--- src/rtl/spi_pkg.sv ---
// Shared types and constants for the SPI master controller.
package spi_pkg;

    // Default number of bits per transaction.
    localparam int SPI_WIDTH = 16;

    // Width of the half-period counter; wide enough for a divider of 255.
    localparam int SPI_DIV_W = 8;

    // Controller FSM states.
    typedef enum logic [2:0] {
        IDLE  = 3'd0,
        SETUP = 3'd1,
        HIGH  = 3'd2,
        LOW   = 3'd3,
        HOLD  = 3'd4,
        DONE  = 3'd5
    } spi_state_e;

    // True for every state in which the peripheral is selected.
    function automatic logic is_selected(input spi_state_e s);
        return (s == SETUP) || (s == HIGH) || (s == LOW) || (s == HOLD);
    endfunction

endpackage

--- src/rtl/spi_clk_div.sv ---
// Half-period tick generator: tick is high on every CLK_DIV-th cycle
// counted from the last restart.
module spi_clk_div
    import spi_pkg::*;
#(
    parameter int CLK_DIV = 2
) (
    input  logic clk,
    input  logic rst,
    input  logic restart,
    output logic tick
);

    localparam logic [SPI_DIV_W-1:0] TERM = SPI_DIV_W'(CLK_DIV - 1);

    logic [SPI_DIV_W-1:0] cnt_r;

    // Count clk cycles within a half-period; restart aligns phase to SETUP entry.
    always_ff @(posedge clk or posedge rst) begin
        if (rst) begin
            cnt_r <= {SPI_DIV_W{1'b0}};
        end else if (restart || (cnt_r == TERM)) begin
            cnt_r <= {SPI_DIV_W{1'b0}};
        end else begin
            cnt_r <= cnt_r + {{(SPI_DIV_W-1){1'b0}}, 1'b1};
        end
    end

    assign tick = (cnt_r == TERM);

endmodule

--- src/rtl/spi_controller.sv ---
// SPI mode-0 master: shifts WIDTH bits out on sdo (MSB first) while
// sampling sdi on every sck rising edge. All pins come from registers
// loaded with the value that matches the state being entered.
module spi_controller
    import spi_pkg::*;
#(
    parameter int CLK_DIV = 2,
    parameter int WIDTH   = SPI_WIDTH
) (
    input  logic             clk,
    input  logic             rst,
    input  logic             start,
    input  logic [WIDTH-1:0] tx_data,
    output logic             sck,
    output logic             sdo,
    input  logic             sdi,
    output logic             nss,
    output logic             busy,
    output logic             done,
    output logic [WIDTH-1:0] rx_data
);

    localparam int BW = $clog2(WIDTH + 1);
    localparam logic [BW-1:0] BITS_TOTAL = BW'(WIDTH);

    spi_state_e state_r, state_nx;

    logic             tick_s;
    logic             restart_s;
    logic [BW-1:0]    bit_cnt_r, bit_cnt_nx;
    logic [WIDTH-1:0] tx_sh_r, tx_sh_nx;
    logic [WIDTH-1:0] rx_sh_r, rx_sh_nx;
    logic [WIDTH-1:0] rx_data_r, rx_data_nx;
    logic             sck_r, sck_nx;
    logic             sdo_r, sdo_nx;
    logic             nss_r, nss_nx;
    logic             busy_r, busy_nx;
    logic             done_r, done_nx;

    // Half-period timing restarts exactly when a transaction is accepted.
    assign restart_s = (state_r == IDLE) && start;

    spi_clk_div #(
        .CLK_DIV (CLK_DIV)
    ) u_clk_div (
        .clk     (clk),
        .rst     (rst),
        .restart (restart_s),
        .tick    (tick_s)
    );

    // FSM state register.
    always_ff @(posedge clk or posedge rst) begin
        if (rst) begin
            state_r <= IDLE;
        end else begin
            state_r <= state_nx;
        end
    end

    // Next-state logic; start is only looked at in IDLE.
    always_comb begin
        state_nx = state_r;
        case (state_r)
            IDLE: begin
                if (start) begin
                    state_nx = SETUP;
                end else begin
                    state_nx = IDLE;
                end
            end
            SETUP: begin
                if (tick_s) begin
                    state_nx = HIGH;
                end else begin
                    state_nx = SETUP;
                end
            end
            HIGH: begin
                if (tick_s) begin
                    if (bit_cnt_r < BITS_TOTAL) begin
                        state_nx = LOW;
                    end else begin
                        state_nx = HOLD;
                    end
                end else begin
                    state_nx = HIGH;
                end
            end
            LOW: begin
                if (tick_s) begin
                    state_nx = HIGH;
                end else begin
                    state_nx = LOW;
                end
            end
            HOLD: begin
                if (tick_s) begin
                    state_nx = DONE;
                end else begin
                    state_nx = HOLD;
                end
            end
            DONE: begin
                state_nx = IDLE;
            end
            default: begin
                state_nx = IDLE;
            end
        endcase
    end

    // Output/datapath values for the state being entered on the next edge.
    always_comb begin
        sck_nx     = (state_nx == HIGH);
        nss_nx     = !is_selected(state_nx);
        busy_nx    = is_selected(state_nx);
        done_nx    = (state_nx == DONE);
        sdo_nx     = sdo_r;
        tx_sh_nx   = tx_sh_r;
        rx_sh_nx   = rx_sh_r;
        bit_cnt_nx = bit_cnt_r;
        rx_data_nx = rx_data_r;

        if ((state_r == IDLE) && (state_nx == SETUP)) begin
            tx_sh_nx   = tx_data;
            sdo_nx     = tx_data[WIDTH-1];
            rx_sh_nx   = {WIDTH{1'b0}};
            bit_cnt_nx = {BW{1'b0}};
        end else if ((state_r == HIGH) && (state_nx == LOW)) begin
            // Falling sck: present the next lower bit.
            tx_sh_nx = {tx_sh_r[WIDTH-2:0], 1'b0};
            sdo_nx   = tx_sh_r[WIDTH-2];
        end else if (state_nx == IDLE) begin
            sdo_nx = 1'b0;
        end else begin
            sdo_nx = sdo_r;
        end

        if ((state_r != HIGH) && (state_nx == HIGH)) begin
            // Rising sck: capture sdi and count the bit (saturating).
            rx_sh_nx = {rx_sh_r[WIDTH-2:0], sdi};
            if (bit_cnt_r < BITS_TOTAL) begin
                bit_cnt_nx = bit_cnt_r + {{(BW-1){1'b0}}, 1'b1};
            end else begin
                bit_cnt_nx = bit_cnt_r;
            end
        end else begin
            rx_sh_nx = rx_sh_nx;
        end

        if ((state_r == HOLD) && (state_nx == DONE)) begin
            rx_data_nx = rx_sh_r;
        end else begin
            rx_data_nx = rx_data_r;
        end
    end

    // Output and datapath registers.
    always_ff @(posedge clk or posedge rst) begin
        if (rst) begin
            sck_r     <= 1'b0;
            sdo_r     <= 1'b0;
            nss_r     <= 1'b1;
            busy_r    <= 1'b0;
            done_r    <= 1'b0;
            tx_sh_r   <= {WIDTH{1'b0}};
            rx_sh_r   <= {WIDTH{1'b0}};
            bit_cnt_r <= {BW{1'b0}};
            rx_data_r <= {WIDTH{1'b0}};
        end else begin
            sck_r     <= sck_nx;
            sdo_r     <= sdo_nx;
            nss_r     <= nss_nx;
            busy_r    <= busy_nx;
            done_r    <= done_nx;
            tx_sh_r   <= tx_sh_nx;
            rx_sh_r   <= rx_sh_nx;
            bit_cnt_r <= bit_cnt_nx;
            rx_data_r <= rx_data_nx;
        end
    end

    assign sck     = sck_r;
    assign sdo     = sdo_r;
    assign nss     = nss_r;
    assign busy    = busy_r;
    assign done    = done_r;
    assign rx_data = rx_data_r;

endmodule
--- config.mk ---
export PLATFORM = sky130hd
export DESIGN_NAME = spi_controller
export DESIGN_NICKNAME = d
export VERILOG_FILES = /design/src/rtl/spi_pkg.sv /design/src/rtl/spi_clk_div.sv /design/src/rtl/spi_controller.sv
export SDC_FILE = /design/constraint.sdc
export NUM_CORES = 1
export LEC_CHECK = 0
export BUFFER_PORTS_ARGS = -buffer_cell sky130_fd_sc_hd__buf_2
export CORE_MARGIN = 2
export CORE_UTILIZATION = 30
export DETAILED_ROUTE_END_ITERATION = 16
export GPL_TIMING_DRIVEN = 0
export HOLD_SLACK_MARGIN = 0.06
export PLACE_DENSITY_LB_ADDON = 0.05
export SYNTH_ARGS = -nofsm -noshare
export SYNTH_HDL_FRONTEND = slang
export SYNTH_SLANG_ARGS = --single-unit
export TNS_END_PERCENT = 10
--- constraint.sdc ---
create_clock -name clk -period 2.55 [get_ports clk]
set_input_delay 0.255 -clock clk [delete_from_list [all_inputs] [get_ports clk]]
set_output_delay 0.255 -clock clk [all_outputs]
set_load 0.005 [all_outputs]
==> impl_metrics.json <==
{
  "status": "complete, no violations",
  "holdPathEnd": "tx_sh_r[0]",
  "yosys.cell_types.count": 38,
  "cp_launch_point": "u_clk_div.cnt_r[1]",
  "hold_path.class": "in2reg",
  "crit_path_end_kind": "register",
  "worstHoldStart": "tx_data[0]",
  "timing.critical_path.cells": "inv_1, ha_1, nor4b_1, nand3_1, buf_2, and3_1, a221o_1",
  "drt-total-wl_microns": 6560,
  "pin_count_of_the_biggest_net_entering_global_routing": 55,
  "layout_cell_share_with_drive_strength_beyond_1_pct": 25.7,
  "dp.final_hpwl_microns": 4280,
  "critical-path-top-delay-family": "simple AND/OR/NAND/NOR gates",
  "worstRegToRegCells": 7,
  "drt-pass1-iter-count": 4,
  "timing.critical_path.arrival_ps": 2510,
  "area_growth_syn_to_layout_pct": 20.3,
  "vias_per_cell": 4.67,
  "critical_path_required_ps": 2790,
  "core_area_sq_um": 9730,
  "floorplan.die.width_microns": 104,
  "r2r_setup_slack_ps": 280,
  "antennaDiodeCount": 0,
  "leakage_uw": 0.00181,
  "power_density_nw_per_um2": 566,
  "syn-cell-area_sq_um": 2990,
  "clockRootBuffer": "sky130_fd_sc_hd__clkbuf_8",
  "clock-sinks": 68,
  "synth_flop_cell": "sky130_fd_sc_hd__dfrtp_1",
  "power_uw": 2040,
  "finalCriticalPeriod_ps": 2270,
  "mappedNetlistNets": 299,
  "worst_r2r_endpoint": "tx_sh_r[1]",
  "tns_ps": 0,
  "synth.avg_cell_area_sq_um": 10.8,
  "crit_path_launch_type": "register",
  "numCtsBuffers": 9,
  "total_number_of_vias": 2181,
  "cts-hold-fix-buffers": 1,
  "post_synth_and_or_nand_nor_area_fraction_pct": 19.4,
  "final-hold-violation-count": 0,
  "worst_reg2reg_startpoint": "u_clk_div.cnt_r[1]",
  "dominant_combinational_cell_family_by_area_after_synthesis": "simple AND/OR/NAND/NOR gates",
  "synth_adder_area_share_pct": 1.26,
  "cp_slowest_stage_delay_ps": 430,
  "finalWeightedCongestion": 0.745,
  "timing.slew.headroom_pct": 64.9,
  "num_io_pins": 41,
  "setup_violations": 0,
  "timing.setup.critical_path_class": "reg2reg",
  "fin_skew_ps": 12.2,
  "floorplan.die.height_microns": 104,
  "synth_async_sr_flop_share_pct": 100,
  "finalNetCount": 352,
  "grt_pass1_vias": 2185,
  "clock_latency_ps": 360,
  "synth_warnings": 0,
  "yosysSeqAreaShare_pct": 57.0,
  "post-cts-setup-buffer-count": 0,
  "muxShareOfSynthArea_pct": 7.37,
  "floorplan.initialDensity_pct": 30.7,
  "cts.path.max_buffers": 2,
  "min_delay_path_depth": 3,
  "global_route_wire_length_before_repair_microns": 11200,
  "wl_per_cell_microns": 14.0,
  "timing_worst_slew_pin_value_ps": 526,
  "filler_cell_count": 1008,
  "max-vdd-ir-drop_v": 0.000269,
  "layout_commonest_cell": "sky130_fd_sc_hd__dfrtp_1",
  "groute.usage.overall_pct": 13.0,
  "htree_levels": 3,
  "crit_slowest_cell": "sky130_fd_sc_hd__nor4b_1",
  "cp_num_buf_inv": 2,
  "post_cts_resized": 0,
  "commonest_cells_after_routing_fill_and_taps_aside": "67 x sky130_fd_sc_hd__dfrtp_1, 54 x sky130_fd_sc_hd__nand2_1, 44 x sky130_fd_sc_hd__buf_2, 21 x sky130_fd_sc_hd__nor2_1, 18 x sky130_fd_sc_hd__o21ai_0",
  "std_cell_rows": 36,
  "place.port_buffers": 40,
  "cts.clk_slew.worst_paths_ps": 80,
  "synth-seq-cells": 68,
  "drv.max_cap_violation_count": 0,
  "remaining_drc_errors": 0,
  "die-area_sq_um": 10800,
  "critical_path_peak_fanout": 10,
  "timing.final.crit_share_pct": 89.0,
  "post_synth_xor_area_fraction_pct": 2.05,
  "synth_enable_flop_cells": 0,
  "instance_count_of_the_mapped_netlist": 276,
  "compound_gate_portion_of_the_synthesized_area_pct": 9.46,
  "grt_setup_unrepaired": "no",
  "drt_iter0_drc": 166,
  "grt-ovfl-total": 0,
  "antenna_found_initial": 0,
  "fmax_ghz": 0.441,
  "detail-route-antenna-nets": 0,
  "cts_tree": "yes",
  "report.final.slew_viol_count": 0
}
-- state kept, by name (all words and copies together) (netlist names) --
register         cells
done                 1
rx_sh_r             16
u_clk_div.cnt_r      8
state_r              3
sdo                  1
nss                  1
sck                  1
busy                 1
bit_cnt_r            5
tx_sh_r             15
rx_data             16
-- through the flow --
stage                     hold WS (ps)  instance area, sq um  setup slack (ps)  util [%]  std cells
after floorplan                    360                  2990               580         -        276
after global placement             451                  3350              -508      34.5        449
after detailed placement           201                  3380               248      34.8        450
after CTS                         75.7                  3590               223      36.9        467
after global routing               104                  3590              73.4      36.9        467
final                             91.6                  3590               281      36.9        467
-- report_power, final --
part,switching (uW),internal [uW],leakage (uW),total [uW]
registers,0,1080,0.000796,1080
clock network,458,456,0.0000958,914
logic,28.1,16.6,0.000918,44.7
-- cell families after synthesis --
group	Yosys count
multiplexers	17
AND/OR/NAND/NOR	117
XOR/XNOR	7
buffers and inverters	21
adder cells (fa/ha/maj)	3
AO/OA/AOI/OAI	43
flip-flops	68
-- cell usage after synthesis, types with 5 or more instances --
cell type	count	area (sq um)
sky130_fd_sc_hd__dfrtp_1	67	1680
sky130_fd_sc_hd__o21ai_0	18	90.1
sky130_fd_sc_hd__nor2_1	21	78.8
sky130_fd_sc_hd__nand3_1	9	45.0
sky130_fd_sc_hd__inv_1	5	18.8
sky130_fd_sc_hd__a21oi_1	5	25.0
sky130_fd_sc_hd__a221o_1	8	80.1
sky130_fd_sc_hd__clkbuf_1	9	33.8
sky130_fd_sc_hd__mux2_4	8	120
sky130_fd_sc_hd__a31oi_1	7	43.8
sky130_fd_sc_hd__and3_1	13	81.3
sky130_fd_sc_hd__mux2_2	8	90.1
sky130_fd_sc_hd__nand2_1	54	203
-- worst reg2reg max path: cells and delay by family, from the launching register on --
kind / cells / cell delay [ps]
and+or+nand+nor: 3 / 950
adders and majority gates: 1 / 160
AOI/OAI and AO/OA: 1 / 260
DFF: 1 / 420
buffers and inverters: 2 / 360
-- worst max path at each step --
| stage | slack (ps) | cells past startpoint | endpoint |
|---|---|---|---|
| 2_1_floorplan | 580 | 7 | rx_data[0] |
| 3_3_place_gp | -510 | 2 | tx_sh_r[0] |
| 3_5_place_dp | 250 | 7 | tx_sh_r[1] |
| 6_report | 280 | 7 | tx_sh_r[1] |
| 4_1_cts | 220 | 7 | tx_sh_r[1] |
| 5_1_grt | 70 | 7 | tx_sh_r[7] |
-- cell type report --
type                       count  area, sq um  area share, %
buffer                        16         83.8           2.33
clock buffer                   9          124           3.45
clock inverter                 7         76.3           2.12
inverter                       5         21.3          0.592
multi-input combinational    187         1180           32.9
sequential                    68         1700           47.4
tap                          133          166           4.63
timing repair buffer          42          238           6.61
-- per-layer routing --
metal / vias to the layer above / wire (microns) / GRT usage, %
li1: 1057 / - / -
met1: 1062 / 3170 / 17.6
met2: 50 / 3010 / 20.2
met3: 12 / 263 / 3.27
met4: 0 / 110 / 5.12
met5: - / 0 / 0
(Power assumes the default switching activity.)
